[src/rtl/decstage_pipe.sv]
// Decode stage: register file with write-first bypass, immediate extension, busy-bit
// scoreboard for RAW hazards, and a single registered output bundle with valid/ready handshake.
module decstage_pipe #(
    parameter int unsigned DATA_W = 32,
    parameter int unsigned NREG   = 32
) (
    input  logic              clk,
    input  logic              rst_n,
    input  logic              in_valid,
    output logic              in_ready,
    input  logic [31:0]       instr,
    input  logic              flush,
    input  logic              wb_en,
    input  logic [4:0]        wb_addr,
    input  logic [DATA_W-1:0] wb_data,
    output logic              out_valid,
    input  logic              out_ready,
    output logic [DATA_W-1:0] out_rf_a,
    output logic [DATA_W-1:0] out_rf_b,
    output logic [DATA_W-1:0] out_immed,
    output logic [5:0]        out_opcode,
    output logic [4:0]        out_dest
);

    localparam int unsigned ADDR_W = $clog2(NREG);

    logic [5:0]  opcode;
    logic [4:0]  rs, rt, rd;
    logic [15:0] imm;

    assign opcode = instr[31:26];
    assign rs     = instr[25:21];
    assign rt     = instr[20:16];
    assign rd     = instr[15:11];
    assign imm    = instr[15:0];

    logic [ADDR_W-1:0] rs_idx, rt_idx, wb_idx, held_idx;

    assign rs_idx = rs[ADDR_W-1:0];
    assign rt_idx = rt[ADDR_W-1:0];
    assign wb_idx = wb_addr[ADDR_W-1:0];

    // State
    logic [DATA_W-1:0] rf_q [NREG];
    logic [DATA_W-1:0] rf_d [NREG];
    logic [NREG-1:0]   busy_q, busy_d;
    logic              out_valid_q, out_valid_d;
    logic [DATA_W-1:0] rf_a_q, rf_a_d, rf_b_q, rf_b_d, immed_q, immed_d;
    logic [5:0]        opcode_q, opcode_d;
    logic [4:0]        dest_q, dest_d;

    assign held_idx = dest_q[ADDR_W-1:0];

    // Decode of operand usage and destination
    logic       use_rt;
    logic [4:0] dest;

    always_comb begin
        use_rt = 1'b0;
        dest   = rt;
        case (opcode)
            6'b100000: begin
                use_rt = 1'b1;
                dest   = rd;
            end
            6'b011111, 6'b000000, 6'b000001: begin
                use_rt = 1'b1;
                dest   = 5'd0;
            end
            default: ;
        endcase
    end

    logic [DATA_W-1:0] imm_ext;

    always_comb begin
        case (opcode)
            6'b111000, 6'b110000, 6'b000011, 6'b000111, 6'b001111, 6'b011111:
                imm_ext = DATA_W'($signed(imm));
            6'b111111, 6'b000000, 6'b000001:
                imm_ext = DATA_W'($signed(imm)) << 2;
            6'b111001:
                imm_ext = DATA_W'({imm, 16'd0});
            default:
                imm_ext = DATA_W'(imm);
        endcase
    end

    // Register read with write-first bypass; register 0 is hardwired to zero
    logic              wb_hit_a, wb_hit_b;
    logic [DATA_W-1:0] rd_a, rd_b;

    assign wb_hit_a = wb_en && (wb_idx == rs_idx);
    assign wb_hit_b = wb_en && (wb_idx == rt_idx);

    always_comb begin
        rd_a = rf_q[rs_idx];
        rd_b = rf_q[rt_idx];
        if (wb_hit_a) rd_a = wb_data;
        if (wb_hit_b) rd_b = wb_data;
        if (rs_idx == '0) rd_a = '0;
        if (rt_idx == '0) rd_b = '0;
    end

    // A source being written back this cycle is not a hazard: bypass supplies it
    logic hazard, accept, xfer;

    assign hazard = (busy_q[rs_idx] && !wb_hit_a) ||
                    (use_rt && busy_q[rt_idx] && !wb_hit_b);
    assign in_ready = !flush && !hazard && (!out_valid_q || out_ready);
    assign accept   = in_valid && in_ready;
    assign xfer     = out_valid_q && out_ready && !flush;

    always_comb begin
        busy_d = busy_q;
        if (wb_en) busy_d[wb_idx] = 1'b0;
        if (xfer && (held_idx != '0)) busy_d[held_idx] = 1'b1;
        busy_d[0] = 1'b0;
    end

    always_comb begin
        rf_d = rf_q;
        if (wb_en && (wb_idx != '0)) rf_d[wb_idx] = wb_data;
    end

    always_comb begin
        rf_a_d      = rf_a_q;
        rf_b_d      = rf_b_q;
        immed_d     = immed_q;
        opcode_d    = opcode_q;
        dest_d      = dest_q;
        out_valid_d = out_valid_q;
        if (accept) begin
            rf_a_d   = rd_a;
            rf_b_d   = rd_b;
            immed_d  = imm_ext;
            opcode_d = opcode;
            dest_d   = dest;
        end
        if (flush) begin
            out_valid_d = 1'b0;
        end else if (accept) begin
            out_valid_d = 1'b1;
        end else if (xfer) begin
            out_valid_d = 1'b0;
        end
    end

    always_ff @(posedge clk or negedge rst_n) begin
        if (!rst_n) begin
            out_valid_q <= 1'b0;
            busy_q      <= '0;
            rf_a_q      <= '0;
            rf_b_q      <= '0;
            immed_q     <= '0;
            opcode_q    <= '0;
            dest_q      <= '0;
            for (int i = 0; i < NREG; i++) rf_q[i] <= '0;
        end else begin
            out_valid_q <= out_valid_d;
            busy_q      <= busy_d;
            rf_a_q      <= rf_a_d;
            rf_b_q      <= rf_b_d;
            immed_q     <= immed_d;
            opcode_q    <= opcode_d;
            dest_q      <= dest_d;
            rf_q        <= rf_d;
        end
    end

    assign out_valid  = out_valid_q;
    assign out_rf_a   = rf_a_q;
    assign out_rf_b   = rf_b_q;
    assign out_immed  = immed_q;
    assign out_opcode = opcode_q;
    assign out_dest   = dest_q;

endmodule

[config.mk]
export PLATFORM = sky130hd
export DESIGN_NAME = decstage_pipe
export DESIGN_NICKNAME = d
export VERILOG_FILES = /design/src/rtl/decstage_pipe.sv
export SDC_FILE = /design/constraint.sdc
export NUM_CORES = 2
export LEC_CHECK = 0
export CAP_MARGIN = 25
export CORE_AREA = 2 2 305 307
export CTS_CLUSTER_DIAMETER = 80
export DETAILED_ROUTE_END_ITERATION = 12
export DIE_AREA = 0 0 307 309
export PLACE_DENSITY_LB_ADDON = 0.1
export SLEW_MARGIN = 20
export SYNTH_ARGS = -nofsm -noshare
export SYNTH_HDL_FRONTEND = slang
export SYNTH_SLANG_ARGS = --single-unit
[constraint.sdc]
create_clock -name clk -period 4 [get_ports clk]
set_clock_uncertainty 0.05 [all_clocks]
set_input_delay 0.8 -clock clk [delete_from_list [all_inputs] [get_ports clk]]
set_output_delay 0.8 -clock clk [all_outputs]
set_load 0.005 [all_outputs]
### Word level (Yosys, flattened, before mapping)

Cells that the tools add are included.

| storage, ports and cells | value |
|---|---|
| flip-flop bits (word level) | 1163 |
| input bits | 75 |
| output and inout bits | 109 |
| word-level logic and storage cells | 128 |

| cells by class | value |
|---|---|
| magnitude comparators | 10 |
| eq/ne operators | 12 |
| mux-type cells | 29 |
| bitwise operators | 6 |
| reductions and logical operators | 32 |

Operator list:

| cell | number |
|---|---|
| 1024-bit bitwise mux | 1 |
| 32-bit 2-to-1 mux | 11 |
| 32-bit binary-select mux with 5-bit select | 2 |
| 32-bit demux with 5-bit select | 1 |
| 32-bit case mux with 3 select lines | 1 |
| 32-bit AND | 1 |
| 32-bit NOT | 1 |
| 32-bit OR | 1 |
| 6-bit equality test (second input constant) | 5 |
| 5-bit by 6-bit less-than comparator with 1-bit output (second input constant) | 4 |
| 6-bit >= comparator (second input constant) | 3 |
| 5-bit NOT with 6-bit output | 3 |
| 1-bit logical AND | 15 |
| 1-bit binary-select mux with 5-bit select | 2 |
| 1-bit demux with 5-bit select | 2 |
| 5-bit equality test | 2 |
| 5-bit by 1-bit >= comparator with 1-bit output (second input constant) | 2 |
| 5-bit logical NOT | 2 |
| 5-bit case mux with 2 select lines | 1 |
| 5-bit nonzero test | 2 |
| 1-bit 2-to-1 mux | 8 |
| 6-bit by 1-bit equality test with 1-bit output (second input constant) | 1 |
| 6-bit by 2-bit equality test with 1-bit output (second input constant) | 1 |
| 6-bit by 3-bit equality test with 1-bit output (second input constant) | 1 |
| other kinds (10) | 16 |

### Depth between registers and ports, before layout

| logic depth | value |
|---|---|
| depth in word-level cells | 12 |
| depth in mapped cells | 12 |

### Least setup slack after synthesis

Ideal clock, no wire load.

| timing path | value |
|---|---|
| path type | in2reg |
| from | in instr[16] |
| to | reg rf_b_q[11] (netlist: out_rf_b[11]) |
| arrival time | 3.146 ns |
| required time | 3.825 ns |
| path slack | 0.679 ns |
| stages on the path | 8 |
| buffers on the path | 3 |
| cells stage by stage | buf_2 -> buf_2 -> buf_1 -> mux4_2 -> mux4_2 -> o21ai_0 -> nor2_1 -> mux2_2 |

| on the way | value |
|---|---|
| cells in the longest elaborated chain, start to end | 9 |
| elaborated cells on any way between the ends | 19 |
| those cells by class | 1 x eq/ne; 7 x mux; 1 x bitwise; 10 x reduce/logical |

Ends and longest elaborated chain:

| what | line | text |
|---|---|---|
| start, declared | 11 | `input logic [31:0] instr,` |
| 1-bit binary-select mux with 5-bit select / 5-bit equality test (equally long branches) | 109, 94 |  |
| 1-bit 2-to-1 mux (not written as such) / 1-bit logical AND (equally long branches) | 109, 94 |  |
| 1-bit logical AND / 1-bit logical NOT (equally long branches) | 109 | `(use_rt && busy_q[rt_idx] && !wb_hit_b);` |
| 1-bit logical AND | 109 |  |
| 1-bit logical OR | 108 | `assign hazard = (busy_q[rs_idx] && !wb_hit_a) \|\|` |
| 1-bit logical NOT | 110 | `assign in_ready = !flush && !hazard && (!out_valid_q \|\| out_ready);` |
| 1-bit logical AND (2 in a row) | 110 |  |
| 1-bit logical AND | 111 | `assign accept = in_valid && in_ready;` |
| end signal, assigned | 163 | `rf_b_q <= rf_b_d;` |
| end, declared | 48 | `logic [DATA_W-1:0] rf_a_q, rf_a_d, rf_b_q, rf_b_d, immed_q, immed_d;` |

Several ways; a longest one is shown, not always the timed one. The select of a mux whose other input is x is not followed.
A chain may end at the register's enable or synchronous reset.

### Worst setup path in the final report

| timing path | value |
|---|---|
| from | in instr[27] |
| to | out in_ready |

| on the way | value |
|---|---|
| cells in the longest elaborated chain, start to end | 9 |
| elaborated cells on any way between the ends | 12 |
| those cells by class | 3 x eq/ne; 1 x mux; 8 x reduce/logical |

Ends and longest elaborated chain:

| what | line | text |
|---|---|---|
| 6-bit by 1-bit equality test with 1-bit output, or another cell as far along | 61 | `case (opcode)` |
| 4-bit OR reduction (no line) (*) | n/a |  |
| 1-bit 2-to-1 mux (*) | 61 |  |
| 1-bit logical AND (*) (2 in a row) | 109 |  |
| 1-bit logical OR (*) | 108 |  |
| 1-bit logical NOT (*) | 110 |  |
| 1-bit logical AND (*) (2 in a row) | 110 |  |
| end, declared | 10 | `output logic in_ready,` |

Mark *: on every way between the ends. The rest lies on a longest branch, timed or not.

==> results.ini <==
[worst_setup_path]
rr_endpoint = out_immed[22]$_DFFE_PN0P_
ff2ff_path_depth = 10
worstPathArrival_ps = 3080
worstSetupPathType = input pin to output port
reg2reg_from = busy_q[11]$_DFF_PN0_
r2r_slack_ps = 920
critPathMaxFanout = 6
crit_path_end_kind = output port
start_kind = input pin
worstPathRequired_ps = 3150

[yosys]
synth-simple-area-share_pct = 2.32
yosys-top-cells-count = dfrtp_1, mux2_2, mux4_2, clkbuf_1, mux2i_1
yosysUniqueCellTypes = 53
synth.most_common_cell = dfrtp_1
synth_mux_area_share_pct = 42.4
yosysWarnings = 0
synth_xor_area_share_pct = 0.144
synthCells = 4122
synth-seq-cells = 1163
syn_avg_cell_area_um2 = 14.8
syn-cell-area_mm2 = 0.0610
synth_nets = 4197
synth_edf_count = 0
synth_top_area_share_pct = 47.7
yosys-top-cells-area = dfrtp_1, mux2_2, mux4_2, mux2i_1, clkbuf_1
yosys.area_share.adder_pct = 0
synth_compound_area_share_pct = 4.01
synthArstFlopShare_pct = 100
ys.flop_type = dfrtp_1
synth_area_leader_cell = dfrtp_1
yosysSeqAreaShare_pct = 47.7
synth_top_family_by_area = multiplexers

[floorplanning]
initial_core_util_pct = 66.7
dieArea_mm2 = 0.0949
fp.dieW_um = 307
chipHeight_um = 309
rows = 111
io_pins = 184
coreArea_mm2 = 0.0914

[clock_network]
cts_buffers = 121
htree_num_levels = 3
cts_tree = built
clockRootBuffer = clkbuf_16
cts.clk_slew.worst_paths_ps = 60
ctsHoldBuffers = 0
clock_latency_ps = 720
cts_sinks = 1163
ctsLongestPathBuffers = 3

[finish]
final_nets = 4256
fin_area_mm2 = 0.0689
area_growth_pct = 13.0
drive_gt1_share_pct = 49.0

[detailed_routing]
drc_errors = 0
drt-total-wl_um = 179000
dr.pass1.iters = 5
via_per_inst = 7.31
wl_per_cell_um = 32.8
vias = 40000
drt.antenna.violating_nets = 0
drt_iter0_drc = 4454

[timing]
tightest_slew_ps = 1070
slew_violations = 0
min_period_ps = 3930
clock.fmax_mhz = 254
maxSlewHeadroom_pct = 28.8
hold_viol = 0
finalSetupTns_ps = 0
period_share_pct = 98.2
setup_violations = 0

[run_status]
status = finished clean

[pwr]
power_leakage_nw = 29.7
power_w = 0.0349
p_per_area_mw_per_mm2 = 506
ir_worst_vdd_mv = 0.384

[place]
gp_congestion = 0.880
io_buffers = 183
dp_hpwl_um = 102000
placed_area_mm2 = 0.0648

[global_route]
grt-ovfl-total = 0
grt_pass1_vias = 41000
grtUsageTotal_pct = 38.7
grt_pass1_wl_um = 269000
antenna_found_initial = 5
grt_max_degree = 127

[hold_path]
min_path_type = input pin to asynchronous set/reset pin

[job]
cap_violations = 0

[logic make-up (layout without fill, tap and decap cells)]
| kind of cell | count (synthesis) | count (layout) |
|---|---|---|
| multiplexers | 1794 | 1794 |
| flip-flops | 1163 | 1163 |
| buffers and inverters | 486 | 649 |
| AO/OA/AOI/OAI | 368 | 368 |
| AND/OR/NAND/NOR | 301 | 301 |
| XOR/XNOR | 10 | 10 |
| other | 0 | 2 |
[flip-flops by register name, indices dropped and copies added, names as in the netlist]
signal and count:
out_valid 1, busy_q 31, out_dest 5, out_opcode 6, rf_q 1024, out_rf_a 32
out_rf_b 32, out_immed 32
[metrics by stage]
| stage | cells | hold slack (ps) | setup slack, ps | util, % |
|---|---|---|---|---|
| after CTS | 5469 | 55.4 | 17.3 | 75.4 |
| after global routing | 5472 | 78.1 | -28.9 | 75.4 |
| after detailed placement | 5242 | 313 | -2.76 | 70.9 |
| after floorplan | 4122 | 375 | 679 | - |
| final | 5473 | 47.7 | 70.2 | 75.4 |
| after global placement | 5242 | 310 | 48.4 | 70.9 |
[what timing repair did]
item | 4_1_cts | 5_1_grt
pin swaps | 0 | 1
setup buffers | 0 | 1
setup endpoints to repair | 1 | 1
gates resized for setup | 2 | 4
[cell type report]
type                       instances  area [µm²]
tap                             1186        1480
fill                            5617       22400
multi-input combinational       2473       30100
timing repair buffer             389        4000
clock inverter                    36         348
antenna                            2        5.00
inverter                          33         126
sequential                      1163       29100
clock buffer                     191        3800
[report_power, final]
part	total (W)	leakage, nW	internal [W]	switching (W)
Clock	0.0116	2.07	0.00685	0.00478
Combinational	0.00740	12.7	0.00464	0.00276
Sequential	0.0159	14.9	0.0141	0.00177
Total	0.0349	29.7	0.0256	0.00931
[how the worst max path moves through the flow]
stage,from,endpoint,slack [ps]
6_report,instr[27],in_ready,70
5_1_grt,busy_q[7]$_DFF_PN0_,in_ready,-30
4_1_cts,busy_q[15]$_DFF_PN0_,in_ready,20
3_5_place_dp,instr[27],in_ready,-3
3_3_place_gp,instr[27],in_ready,50
2_1_floorplan,instr[16],out_rf_b[11]$_DFFE_PN0P_,680
[layout by cell type, fill, tap and decap left out, types with 6 or more instances in the layout]
master and count:
nand3b_1 6, xor2_1 8, a21oi_1 90, buf_8 7, nand2_1 123, nand2_2 16
a211oi_1 41, clkbuf_16 126, a32o_1 22, nor2_1 35, bufinv_16 6, buf_12 49
inv_1 31, mux4_2 523, buf_4 157, a221oi_1 38, nor4_1 12, o22ai_1 13
dfrtp_1 1163, nor2_4 18, mux2i_1 173, nor3b_1 8, nand3_1 8, mux2_2 1098
clkinv_2 27, o21ai_0 92, nor2b_1 41, clkbuf_8 40, clkdlybuf4s50_1 171, a22o_1 13
clkbuf_1 25, o211ai_1 18, a41oi_1 17
[worst max-delay path, stage by stage]
cell	delay, ps
clkdlybuf4s50_1	480
or4_4	570
a21oi_1	180
a41oi_2	120
a31oi_1	230
and3_1	210
nor2b_2	50
clkdlybuf4s50_1	440
[routing by layer]
metal | wire length, µm | track usage (%)
met1 | 69900 | 53.8
met5 | 44 | 0
met3 | 17500 | 9.08
met2 | 83500 | 59.6
met4 | 8560 | 16.8
Power figures use the tool's default switching activity.
